$ cat src/rtl/sub_32bit_seq_if.sv
// Valid/ready operand and result bundle for the byte-serial subtractor.
interface sub_32bit_seq_if #(
  parameter int WIDTH = 32
);
  logic             in_valid;
  logic             in_ready;
  logic [WIDTH-1:0] a;
  logic [WIDTH-1:0] b;
  logic             out_valid;
  logic             out_ready;
  logic [WIDTH-1:0] diff;
  logic             borrow;
  logic             neg;
  logic             zero;
  logic             ovf;
  logic             lt;

  modport master (
    output in_valid, a, b, out_ready,
    input  in_ready, out_valid, diff, borrow, neg, zero, ovf, lt
  );

  modport slave (
    input  in_valid, a, b, out_ready,
    output in_ready, out_valid, diff, borrow, neg, zero, ovf, lt
  );
endinterface

$ cat src/rtl/sub_32bit_seq.sv
// Slice-serial two's-complement subtractor: diff = a + ~b + 1, one SLICE-bit
// slice per clock, LSB first, with registered result and compare flags.
module sub_32bit_seq #(
  parameter int WIDTH = 32,
  parameter int SLICE = 8
) (
  input  logic            clk,
  input  logic            rst,
  sub_32bit_seq_if.slave  bus
);

  localparam int NSLICE = WIDTH / SLICE;
  localparam int IDX_W  = (NSLICE > 1) ? $clog2(NSLICE) : 1;
  localparam logic [IDX_W-1:0] LAST_IDX = IDX_W'(NSLICE - 1);

  generate
    if (WIDTH % SLICE != 0) begin : g_bad_slice
      $error("sub_32bit_seq: WIDTH must be a multiple of SLICE");
    end
  endgenerate

  typedef enum logic [1:0] {
    IDLE = 2'd0,
    CALC = 2'd1,
    DONE = 2'd2
  } state_t;

  state_t           state_r;
  state_t           state_nxt_s;
  logic [IDX_W-1:0] idx_r;
  logic [WIDTH-1:0] a_r;
  logic [WIDTH-1:0] bn_r;
  logic             carry_r;
  logic [WIDTH-1:0] diff_r;
  logic             borrow_r;
  logic             neg_r;
  logic             zero_r;
  logic             ovf_r;
  logic             lt_r;

  logic [SLICE-1:0] slice_a_s;
  logic [SLICE-1:0] slice_bn_s;
  logic [SLICE-1:0] slice_sum_s;
  logic             carry_out_s;
  logic [WIDTH-1:0] diff_upd_s;
  logic             ovf_s;

  // State register
  always_ff @(posedge clk or posedge rst) begin
    if (rst) begin
      state_r <= IDLE;
    end else begin
      state_r <= state_nxt_s;
    end
  end

  // Next-state logic
  always_comb begin
    state_nxt_s = state_r;
    case (state_r)
      IDLE: begin
        if (bus.in_valid) begin
          state_nxt_s = CALC;
        end else begin
          state_nxt_s = IDLE;
        end
      end
      CALC: begin
        if (idx_r == LAST_IDX) begin
          state_nxt_s = DONE;
        end else begin
          state_nxt_s = CALC;
        end
      end
      DONE: begin
        if (bus.out_ready) begin
          state_nxt_s = IDLE;
        end else begin
          state_nxt_s = DONE;
        end
      end
      default: state_nxt_s = IDLE;
    endcase
  end

  // One slice of a + ~b + carry, merged into the running result
  always_comb begin
    slice_a_s                           = a_r[int'(idx_r) * SLICE +: SLICE];
    slice_bn_s                          = bn_r[int'(idx_r) * SLICE +: SLICE];
    {carry_out_s, slice_sum_s}          = {1'b0, slice_a_s} + {1'b0, slice_bn_s}
                                          + {{SLICE{1'b0}}, carry_r};
    diff_upd_s                          = diff_r;
    diff_upd_s[int'(idx_r) * SLICE +: SLICE] = slice_sum_s;
    // bn_r holds ~b, so the subtrahend sign is its inverted MSB
    ovf_s = (a_r[WIDTH-1] != ~bn_r[WIDTH-1]) && (diff_upd_s[WIDTH-1] != a_r[WIDTH-1]);
  end

  // Operand capture, slice datapath and flag registers
  always_ff @(posedge clk or posedge rst) begin
    if (rst) begin
      idx_r    <= {IDX_W{1'b0}};
      a_r      <= {WIDTH{1'b0}};
      bn_r     <= {WIDTH{1'b0}};
      carry_r  <= 1'b0;
      diff_r   <= {WIDTH{1'b0}};
      borrow_r <= 1'b0;
      neg_r    <= 1'b0;
      zero_r   <= 1'b0;
      ovf_r    <= 1'b0;
      lt_r     <= 1'b0;
    end else begin
      case (state_r)
        IDLE: begin
          if (bus.in_valid) begin
            a_r     <= bus.a;
            bn_r    <= ~bus.b;
            carry_r <= 1'b1;
            idx_r   <= {IDX_W{1'b0}};
          end
        end
        CALC: begin
          diff_r  <= diff_upd_s;
          carry_r <= carry_out_s;
          if (idx_r == LAST_IDX) begin
            idx_r    <= {IDX_W{1'b0}};
            borrow_r <= ~carry_out_s;
            neg_r    <= diff_upd_s[WIDTH-1];
            zero_r   <= (diff_upd_s == {WIDTH{1'b0}});
            ovf_r    <= ovf_s;
            lt_r     <= diff_upd_s[WIDTH-1] ^ ovf_s;
          end else begin
            idx_r <= idx_r + {{(IDX_W-1){1'b0}}, 1'b1};
          end
        end
        DONE: begin
          idx_r <= idx_r;
        end
        default: begin
          idx_r <= {IDX_W{1'b0}};
        end
      endcase
    end
  end

  assign bus.in_ready  = (state_r == IDLE);
  assign bus.out_valid = (state_r == DONE);
  assign bus.diff      = diff_r;
  assign bus.borrow    = borrow_r;
  assign bus.neg       = neg_r;
  assign bus.zero      = zero_r;
  assign bus.ovf       = ovf_r;
  assign bus.lt        = lt_r;

endmodule

$ cat src/flat_wrapper.sv
// flat-port wrapper written by rule: the top's interface ports become plain ports
module sub_32bit_seq_flat 
#(
  parameter int WIDTH = 32,
  parameter int SLICE = 8
)
  (clk, rst, bus_in_valid, bus_a, bus_b, bus_out_ready, bus_in_ready, bus_out_valid, bus_diff, bus_borrow, bus_neg, bus_zero, bus_ovf, bus_lt);
  sub_32bit_seq_if #(.WIDTH(WIDTH)) bus_i ();
  input  logic clk;
  input  logic rst;
  input wire logic [$bits(bus_i.in_valid)-1:0] bus_in_valid;
  input wire logic [$bits(bus_i.a)-1:0] bus_a;
  input wire logic [$bits(bus_i.b)-1:0] bus_b;
  input wire logic [$bits(bus_i.out_ready)-1:0] bus_out_ready;
  output wire logic [$bits(bus_i.in_ready)-1:0] bus_in_ready;
  output wire logic [$bits(bus_i.out_valid)-1:0] bus_out_valid;
  output wire logic [$bits(bus_i.diff)-1:0] bus_diff;
  output wire logic [$bits(bus_i.borrow)-1:0] bus_borrow;
  output wire logic [$bits(bus_i.neg)-1:0] bus_neg;
  output wire logic [$bits(bus_i.zero)-1:0] bus_zero;
  output wire logic [$bits(bus_i.ovf)-1:0] bus_ovf;
  output wire logic [$bits(bus_i.lt)-1:0] bus_lt;
  assign bus_i.in_valid = bus_in_valid;
  assign bus_i.a = bus_a;
  assign bus_i.b = bus_b;
  assign bus_i.out_ready = bus_out_ready;
  assign bus_in_ready = bus_i.in_ready;
  assign bus_out_valid = bus_i.out_valid;
  assign bus_diff = bus_i.diff;
  assign bus_borrow = bus_i.borrow;
  assign bus_neg = bus_i.neg;
  assign bus_zero = bus_i.zero;
  assign bus_ovf = bus_i.ovf;
  assign bus_lt = bus_i.lt;
  sub_32bit_seq #(.WIDTH(WIDTH), .SLICE(SLICE)) u_core (.clk(clk), .rst(rst), .bus(bus_i));
endmodule
$ cat config.mk
export PLATFORM = sky130hd
export DESIGN_NAME = sub_32bit_seq_flat
export DESIGN_NICKNAME = d
export VERILOG_FILES = /design/src/rtl/sub_32bit_seq_if.sv /design/src/rtl/sub_32bit_seq.sv /design/src/flat_wrapper.sv
export SDC_FILE = /design/constraint.sdc
export NUM_CORES = 1
export LEC_CHECK = 0
export CAP_MARGIN = 20
export CORE_UTILIZATION = 45
export CTS_CLUSTER_SIZE = 8
export DETAILED_ROUTE_END_ITERATION = 8
export HOLD_SLACK_MARGIN = 0.05
export PLACE_DENSITY = 0.81
export SKIP_CTS_REPAIR_TIMING = 1
export SYNTH_ARGS = -nofsm -noshare
export SYNTH_HDL_FRONTEND = slang
export SYNTH_SLANG_ARGS = --single-unit
$ cat constraint.sdc
create_clock -name clk -period 5 [get_ports clk]
set_input_delay 1 -clock clk [delete_from_list [all_inputs] [get_ports clk]]
set_output_delay 1 -clock clk [all_outputs]
set_load 0.01 [all_outputs]
==> impl_metrics.env, run 1 <==
export IMPL_place_gp_congestion=0.8602
export IMPL_tns_ps=0
export IMPL_grt_pass1_vias=3904
export IMPL_antenna_cells=0
export IMPL_p_leak_nw=2.657
export IMPL_yosysTopAreaCell="dfrtp_1"
export IMPL_reg2reg_slack_ps=1470
export IMPL_synth_distinct_cells=51
export IMPL_cts_tree="yes"
export IMPL_io_pins=107
export IMPL_clock_sinks=106
export IMPL_via_per_inst=5.632
export IMPL_grt_overflow_total=0
export IMPL_clockRootBuffer="clkbuf_8"
export IMPL_synthCells=435
export IMPL_cp_required_ps=5220
export IMPL_grt_pass1_wl_um=19800
export IMPL_clockBufferDepth=2
export IMPL_cp_max_fo=19
export IMPL_cp_arrival_ps=3750
export IMPL_grtUsageTotal=0.2234
export IMPL_power_density_mw_per_mm2=773.1
export IMPL_yosysSeqAreaShare=0.5253
export IMPL_num_rows=38
export IMPL_core_area_mm2=0.01089
export IMPL_rsz0062_at_grt="false"
export IMPL_final_setup_skew_ps=12.92
export IMPL_setup_slack_ps=1470
export IMPL_synth_fp_nets=518
export IMPL_dp_hpwl_um=9266
export IMPL_dr_first_iter_drc_count=224
export IMPL_worstSetupPathType="flop to flop"
export IMPL_die_h_um=107.9
export IMPL_first_pass_iters=4
export IMPL_ant_nets=0
export IMPL_clock_latency_ps=370
export IMPL_syn_area_per_cell_um2=11.61
export IMPL_path_clk_slew_ps=90
export IMPL_setup_viol=0
export IMPL_wl_per_cell_um=17.86
export IMPL_slew_headroom=0.4563
export IMPL_synthTopCellsByCount="dfrtp_1 (106), nor2_1 (49), a21oi_1 (38)"
export IMPL_async_reset_ff_frac=1.000
export IMPL_fin_crit_sh=0.7059
export IMPL_die_x_um=107.9
export IMPL_htreeDepth=3
export IMPL_ys_ff_latch=106
export IMPL_slew_viol_final=0
export IMPL_numCtsBuffers=9
export IMPL_startpoint_type="flop"
export IMPL_vias=3824
export IMPL_area_delta_synth_final_pct=28.57
export IMPL_synth_main_ff_cell="dfrtp_1"
export IMPL_hold_class="flop to flop"
export IMPL_syn_area_mm2=0.005050
export IMPL_fillers=910
export IMPL_start_util=0.4638
export IMPL_tightest_slew_ps=815.6
export IMPL_synth_most_common_cell="dfrtp_1"
export IMPL_antenna_found_initial=0
export IMPL_synth_edf_count=0
export IMPL_finalHoldViolCount=0
export IMPL_status="finished, final reports clean"
export IMPL_grt_max_degree=70
export IMPL_wirelength_um=12130
export IMPL_fin_nets=617
export IMPL_drv_cap=0
export IMPL_dieArea_mm2=0.01165
export IMPL_yosys_warnings=0
export IMPL_place_worst_setup_slack_ps=1451
export IMPL_port_buffers=106
export IMPL_ir_drop_mv=0.3828
export IMPL_yosysTopAreaCellShare=0.5253
export IMPL_total_power_mw=5.019
export IMPL_max_freq_mhz=283.3
export IMPL_layout_drive_gt1_share=0.1466
export IMPL_drc=0
export IMPL_period_minus_slack_ps=3530
export IMPL_synth_area_leaders="dfrtp_1 (53%), mux2_2 (7.1%), mux4_2 (7.1%)"
export IMPL_worstSetupEndpointType="flop"
==> area by class of cell <==
class	count	area (um^2)	area share
Sequential cell	106	2653	0.4086
Multi-Input combinational cell	295	2265	0.3488
Timing Repair Buffer	111	1124	0.1731
Tap cell	140	175.2	0.02698
Clock buffer	10	137.6	0.02120
Clock inverter	6	95.09	0.01465
Inverter	11	43.79	0.006745
==> final timing paths <==
check                                                  from                              end  cells past startpoint
max in group asynchronous                               rst   u_core.bus.diff[1]$_DFFE_PP0P_                      3
worst max register to register  u_core.idx_r[0]$_DFFE_PP0P_  u_core.bus.diff[31]$_DFFE_PP0P_                      9
worst min-delay path             u_core.a_r[28]$_DFFE_PP0P_       u_core.a_r[28]$_DFFE_PP0P_                      1
worst min register to register   u_core.a_r[28]$_DFFE_PP0P_       u_core.a_r[28]$_DFFE_PP0P_                      1
min in group asynchronous                               rst      u_core.state_r[1]$_DFF_PP0_                      2
worst max-delay path            u_core.idx_r[0]$_DFFE_PP0P_  u_core.bus.diff[31]$_DFFE_PP0P_                      9
==> layer usage <==
layer  vias up  wire [um]  GRT usage
li1       1771          -          -
met1      1904       5292     0.2996
met2       133       6028     0.3709
met3        16        645    0.03617
met4         0        160    0.07534
met5         -          0          0
==> cell families (layout without fill, tap and decap cells) <==
kind of cell             Yosys count  count (layout)  synth area share
XOR/XNOR                           3               3          0.006691
AO/OA/AOI/OAI                    114             114            0.1506
flip-flops                       106             106            0.5253
buffers and inverters             34             138           0.02775
multiplexers                      49              49            0.1447
adder cells (fa/ha/maj)           15              15           0.04014
AND/OR/NAND/NOR                  114             114            0.1048
==> sequential cells by signal, indices dropped and copies added, names as in the netlist <==
signal             count
u_core.bus.zero        1
u_core.carry_r         1
u_core.a_r            32
u_core.idx_r           2
u_core.bus.neg         1
u_core.bus.lt          1
u_core.bus.ovf         1
u_core.bus.borrow      1
u_core.state_r         2
u_core.bn_r           32
u_core.bus.diff       32
==> through the flow <==
stage | utilization | std cells | area [um^2] | hold slack [ps]
floorplan | - | 435 | 5050 | 475.2
global placement | 0.5731 | 662 | 6240 | 485.2
detailed placement | 0.5731 | 662 | 6240 | 492.6
CTS | 0.5945 | 678 | 6472 | 514.8
global route | 0.5963 | 679 | 6492 | 539.8
finish | 0.5963 | 679 | 6492 | 515.9
==> report_power, final <==
group / internal (mW) / switching (mW) / total, mW
logic: 1.31 / 1.57 / 2.88
clock network: 0.301 / 0.297 / 0.598
registers: 1.23 / 0.308 / 1.54
==> layout by cell type (no fill, tap or decap), types with 2 or more instances in the layout <==
| master | count |
|---|---|
| a21o_1 | 2 |
| a21oi_1 | 38 |
| a21oi_2 | 3 |
| a22o_1 | 18 |
| a31oi_1 | 2 |
| a41oi_1 | 3 |
| and2_1 | 2 |
| buf_12 | 2 |
| buf_4 | 3 |
| bufinv_16 | 2 |
| clkbuf_8 | 10 |
| clkdlybuf4s50_1 | 106 |
| clkinvlp_4 | 2 |
| dfrtp_1 | 106 |
| fa_1 | 2 |
| ha_1 | 13 |
| inv_1 | 10 |
| mux2_2 | 32 |
| mux4_2 | 16 |
| nand2_1 | 30 |
| nand2b_1 | 4 |
| nand3b_1 | 2 |
| nand4_1 | 2 |
| nand4b_1 | 2 |
| nor2_1 | 49 |
| nor2b_1 | 10 |
| nor3_1 | 3 |
| nor4_1 | 4 |
| o21a_1 | 5 |
| o21ai_0 | 16 |
| o21ai_1 | 10 |
| o21bai_1 | 2 |
| o31a_1 | 2 |
| o31ai_1 | 2 |
| o41ai_1 | 2 |
==> critical path, cell delays in order, from the launching register on <==
cell	delay, ps
dfrtp_1	850
buf_4	380
mux4_2	550
ha_1	270
a21o_1	230
a2111oi_4	410
a21oi_2	140
xnor2_2	290
o21a_1	200
o21ai_1	70
(Power assumes the default switching activity.)
==> inputs of run 2 (changes only) <==
--- a/config.mk
+++ b/config.mk
@@ -10,7 +10,7 @@
 export CTS_CLUSTER_SIZE = 8
 export DETAILED_ROUTE_END_ITERATION = 8
 export HOLD_SLACK_MARGIN = 0.05
-export PLACE_DENSITY = 0.81
+export PLACE_DENSITY = 0.84
 export SKIP_CTS_REPAIR_TIMING = 1
 export SYNTH_ARGS = -nofsm -noshare
 export SYNTH_HDL_FRONTEND = slang
==> constraint.sdc (replaced) <==
create_clock -name clk -period 3.1 [get_ports clk]
set_input_delay 0.62 -clock clk [delete_from_list [all_inputs] [get_ports clk]]
set_output_delay 0.62 -clock clk [all_outputs]
set_load 0.01 [all_outputs]
==> run 2 against run 1 <==
Against the previous run: utilization is 1.0 points higher; clock power increased by 64%; sequential cell count unchanged; largest cell class unchanged; critical path type unchanged; register-to-register slack got worse by 1300 ps; combinational power rose by 82%.
==> impl_metrics.env, run 2 (synthesis results as in run 1) <==
export IMPL_cp_max_fo=14
export IMPL_hold_class="flop to flop"
export IMPL_clock_sinks=106
export IMPL_numCtsBuffers=9
export IMPL_clockRootBuffer="clkbuf_8"
export IMPL_cts_tree="yes"
export IMPL_worstSetupEndpointType="flop"
export IMPL_wl_per_cell_um=17.73
export IMPL_clock_latency_ps=380
export IMPL_via_per_inst=5.736
export IMPL_hold_worst_slack_ps=510.4
export IMPL_hp_start="u_core.a_r[3]$_DFFE_PP0P_"
export IMPL_grt_overflow_total=0
export IMPL_wirelength_um=12220
export IMPL_clockBufferDepth=2
export IMPL_slew_viol_final=0
export IMPL_switchingPower_mw=3.685
export IMPL_period_minus_slack_ps=2945
export IMPL_p_seq_frac=0.281
export IMPL_num_rows=38
export IMPL_slew_headroom=0.5133
export IMPL_swShare=0.4265
export IMPL_fin_nets=627
export IMPL_setup_worst_path_start="u_core.idx_r[0]$_DFFE_PP0P_"
export IMPL_p_int_mw=4.954
export IMPL_setup_slack_ps=155.5
export IMPL_layout_drive_gt1_share=0.1676
export IMPL_max_freq_mhz=339.6
export IMPL_tightest_slew_ps=728.5
export IMPL_htreeDepth=3
export IMPL_rr_startpoint="u_core.idx_r[0]$_DFFE_PP0P_"
export IMPL_most_common_layout_cells="clkdlybuf4s50_1 (106), dfrtp_1 (104), nor2_1 (49)"
export IMPL_final_setup_skew_ps=14.38
export IMPL_dieArea_mm2=0.01165
export IMPL_antenna_found_initial=0
export IMPL_tns_ps=0
export IMPL_dr_first_iter_drc_count=245
export IMPL_startpoint_type="flop"
export IMPL_start_util=0.4638
export IMPL_drc=0
export IMPL_first_pass_iters=4
export IMPL_rsz0062_at_grt="false"
export IMPL_io_pins=107
export IMPL_area_delta_synth_final_pct=30.82
export IMPL_combPwrFrac=0.606
export IMPL_fillers=852
export IMPL_drv_cap=0
export IMPL_cp_arrival_ps=3200
export IMPL_ant_nets=0
export IMPL_setup_viol=0
export IMPL_vias=3952
export IMPL_final_util=0.6068
export IMPL_final_common_cell="clkdlybuf4s50_1"
export IMPL_grtUsageTotal=0.2239
export IMPL_status="finished, final reports clean"
export IMPL_core_area_mm2=0.01089
export IMPL_p_leak_nw=2.714
export IMPL_fin_crit_sh=0.9499
export IMPL_worstSetupPathType="flop to flop"
export IMPL_grt_pass1_vias=3997
export IMPL_clkPwrFrac=0.113
export IMPL_place_gp_congestion=0.8859
export IMPL_grt_pass1_wl_um=19890
export IMPL_grt_max_degree=98
export IMPL_power_density_mw_per_mm2=1308
export IMPL_die_x_um=107.9
export IMPL_path_clk_slew_ps=100
export IMPL_dp_hpwl_um=9071
export IMPL_place_worst_setup_slack_ps=85.34
export IMPL_ir_drop_mv=0.7882
export IMPL_port_buffers=106
export IMPL_finalHoldViolCount=0
export IMPL_cp_required_ps=3360
export IMPL_antenna_cells=0
export IMPL_die_h_um=107.9
[run 2: cell count changes in the layout (fill, tap and decap cells not counted), sizes merged]
cell / previous run / this run
clkinv: 0 / 1
buf: 5 / 14
[run 2: worst max-delay path, cell delays in order, from the launching register on]
cell       delay, ps
dfrtp_2          410
buf_12           170
mux4_2           510
ha_1             400
a21o_1           220
a2111oi_4        400
a21oi_2          140
o211ai_2         240
mux2i_1          230
o21ai_1           80
[run 2: final timing paths]
kind / cells past startpoint / slack [ps] / end
setup / recovery: 9 / 160 / u_core.bus.ovf$_DFFE_PP0P_
hold / removal: 1 / 510 / u_core.a_r[3]$_DFFE_PP0P_
setup reg to reg: 9 / 160 / u_core.bus.ovf$_DFFE_PP0P_
hold reg to reg: 1 / 510 / u_core.a_r[3]$_DFFE_PP0P_
max in group asynchronous: 3 / 1610 / u_core.a_r[3]$_DFFE_PP0P_
min in group asynchronous: 2 / 700 / u_core.bus.diff[8]$_DFFE_PP0P_
[run 2: cell type report]
type                    count  area [um^2]  area share
flip-flops and latches    106         2655      0.4019
well taps                 140        175.2     0.02652
clock buffers               9        123.9     0.01875
clock inverters             7        110.1     0.01667
repair buffers            121         1229      0.1860
multi-input cells         295         2268      0.3434
inverters                  11        45.04    0.006818
[run 2: per-stage QoR]
stage                     power, mW  instance area [um^2]  std cells
after global routing          9.234                  6606        689
after global placement        7.299                  6334        671
after detailed placement      7.559                  6334        671
after CTS                     8.545                  6568        687
after floorplan               5.649                  5057        435
final                         8.639                  6606        689
[run 2: layer usage]
metal / share of wire / global-route usage / vias to the layer above
met1: 0.41 / 0.2877 / 1959
met5: 0 / 0 / -
li1: - / - / 1793
met4: 0.029 / 0.08806 / 0
met3: 0.057 / 0.03918 / 32
met2: 0.50 / 0.3782 / 168
[run 2: power by group through the flow]
stage	Sequential, mW	Clock [mW]	Combinational, mW
2_1_floorplan	2.35	0	3.30
3_3_place_gp	2.40	0	4.90
3_5_place_dp	2.44	0	5.12
4_1_cts	2.42	0.992	5.14
5_1_grt	2.49	1.05	5.69
6_report	2.42	0.979	5.24
==> inputs of run 3 (changes only) <==
--- a/config.mk
+++ b/config.mk
@@ -11,6 +11,7 @@
 export DETAILED_ROUTE_END_ITERATION = 8
 export HOLD_SLACK_MARGIN = 0.05
 export PLACE_DENSITY = 0.84
+export SETUP_SLACK_MARGIN = 0.2
 export SKIP_CTS_REPAIR_TIMING = 1
 export SYNTH_ARGS = -nofsm -noshare
 export SYNTH_HDL_FRONTEND = slang
==> run 3 against run 2 <==
Against the previous run: utilization up 0.70 points; via count down 0.78%; maximum frequency up 0.48%; clock skew down 5.3 ps.
==> impl_metrics.env, run 3 (synthesis results as in run 1) <==
export IMPL_status="finished, final reports clean"
export IMPL_total_power_mw=8.842
export IMPL_most_common_layout_cells="clkdlybuf4s50_1 (106), dfrtp_1 (104), nor2_1 (49)"
export IMPL_antenna_found_initial=0
export IMPL_hold_class="flop to flop"
export IMPL_stdcell_area_mm2=0.006683
export IMPL_setup_viol=0
export IMPL_rsz0062_at_grt="true"
export IMPL_finalHoldViolCount=0
export IMPL_cp_required_ps=3390
export IMPL_slew_headroom=0.5377
export IMPL_htreeDepth=3
export IMPL_grt_pass1_vias=4112
export IMPL_dr_first_iter_drc_count=204
export IMPL_num_rows=38
export IMPL_tns_ps=0
export IMPL_layout_drive_gt1_share=0.1856
export IMPL_slowest_stage="fa_2"
export IMPL_wirelength_um=12560
export IMPL_cp_cell_sequence="buf_12, mux4_2, fa_2, inv_2, fa_2, nor2_1, a41oi_1, o2111ai_1, nor3_1, o211ai_1, o21ai_1"
export IMPL_dieArea_mm2=0.01165
export IMPL_grt_pass1_wl_um=19750
export IMPL_p_leak_nw=2.744
export IMPL_worstSetupEndpointType="flop"
export IMPL_dpl_cell_area_mm2=0.006359
export IMPL_dp_hpwl_um=9370
export IMPL_worstSetupPathType="flop to flop"
export IMPL_regArea_mm2=0.002655
export IMPL_via_per_inst=5.642
export IMPL_multi_input_area_mm2=0.002298
export IMPL_slew_viol_final=0
export IMPL_cp_arrival_ps=3220
export IMPL_numCtsBuffers=9
export IMPL_max_stage_delay_ps=590
export IMPL_port_buffers=106
export IMPL_drv_cap=0
export IMPL_power_density_mw_per_mm2=1323
export IMPL_combPwrFrac=0.618
export IMPL_grt_overflow_total=0
export IMPL_tightest_slew_ps=693.4
export IMPL_clock_sinks=106
export IMPL_fillers=864
export IMPL_start_util=0.4638
export IMPL_max_freq_mhz=341.2
export IMPL_path_clk_slew_ps=100
export IMPL_period_minus_slack_ps=2930
export IMPL_p_seq_frac=0.275
export IMPL_vias=3921
export IMPL_switchingPower_mw=3.781
export IMPL_antenna_cells=0
export IMPL_place_gp_congestion=0.8733
export IMPL_crit_top_cell="fa_2"
export IMPL_die_x_um=107.9
export IMPL_final_common_cell="clkdlybuf4s50_1"
export IMPL_clock_latency_ps=370
export IMPL_core_area_mm2=0.01089
export IMPL_grtUsageTotal=0.2220
export IMPL_clkPwrFrac=0.108
export IMPL_cts_tree="yes"
export IMPL_fin_nets=633
export IMPL_wl_per_cell_um=18.07
export IMPL_area_delta_synth_final_pct=32.33
export IMPL_clockRootBuffer="clkbuf_8"
export IMPL_p_int_mw=5.061
export IMPL_final_setup_skew_ps=9.037
export IMPL_fin_crit_sh=0.9453
export IMPL_swShare=0.4277
export IMPL_io_pins=107
export IMPL_startpoint_type="flop"
export IMPL_drc=0
export IMPL_grt_max_degree=98
export IMPL_first_pass_iters=4
export IMPL_cp_max_fo=9
export IMPL_ir_drop_mv=0.9090
export IMPL_ant_nets=0
export IMPL_clockBufferDepth=2
export IMPL_die_h_um=107.9
==> run 3: final timing paths <==
kind                                               end  slack, ps                        start  cells after the start
max                        u_core.bus.zero$_DFFE_PP0P_        170  u_core.idx_r[0]$_DFFE_PP0P_                     11
min                          u_core.a_r[3]$_DFFE_PP0P_        520    u_core.a_r[3]$_DFFE_PP0P_                      1
max reg2reg                u_core.bus.zero$_DFFE_PP0P_        170  u_core.idx_r[0]$_DFFE_PP0P_                     11
min reg2reg                  u_core.a_r[3]$_DFFE_PP0P_        520    u_core.a_r[3]$_DFFE_PP0P_                      1
max in group asynchronous    u_core.a_r[9]$_DFFE_PP0P_       1790                          rst                      3
min in group asynchronous   u_core.bn_r[3]$_DFFE_PP0P_        700                          rst                      2
==> run 3: power groups by stage <==
stage	combinational (mW)	clock (mW)	sequential, mW
3_3_place_gp	4.93	0	2.41
2_1_floorplan	3.39	0	2.35
5_1_grt	5.88	1.01	2.49
3_5_place_dp	5.14	0	2.45
6_report	5.46	0.951	2.43
4_1_cts	5.19	0.962	2.42
==> run 3: critical path: cells and delay by family (launching register included) <==
family | cells | cell delay [ps]
buffers and inverters | 2 | 190
adder cells (fa/ha/maj) | 2 | 800
AND/OR/NAND/NOR | 2 | 230
multiplexers | 1 | 350
flip-flops | 1 | 450
AO/OA/AOI/OAI | 4 | 830
==> run 3: layer usage <==
metal	GRT usage	up-vias	wire, um
li1	-	1794	-
met1	0.2682	1950	5247
met2	0.3924	148	6313
met3	0.03737	29	618
met4	0.09393	0	379
met5	0	-	0
==> run 3: cell type report <==
cell class | count | share of cell area
flip-flops and latches | 106 | 0.3973
well taps | 140 | 0.02621
repair buffers | 127 | 0.1925
clock buffers | 10 | 0.01910
clock inverters | 6 | 0.01423
multi-input cells | 295 | 0.3439
inverters | 11 | 0.006740
==> run 3: per-stage QoR <==
step	hold WS [ps]	worst slack, ps	utilization	std cells
5_1_grt	529.6	31.68	0.6138	695
6_report	516.0	169.5	0.6138	695
3_5_place_dp	493.8	63.32	0.5840	671
2_1_floorplan	475.2	180.9	-	435
3_3_place_gp	485.8	186.8	0.5840	671
4_1_cts	515.0	31.19	0.6045	687
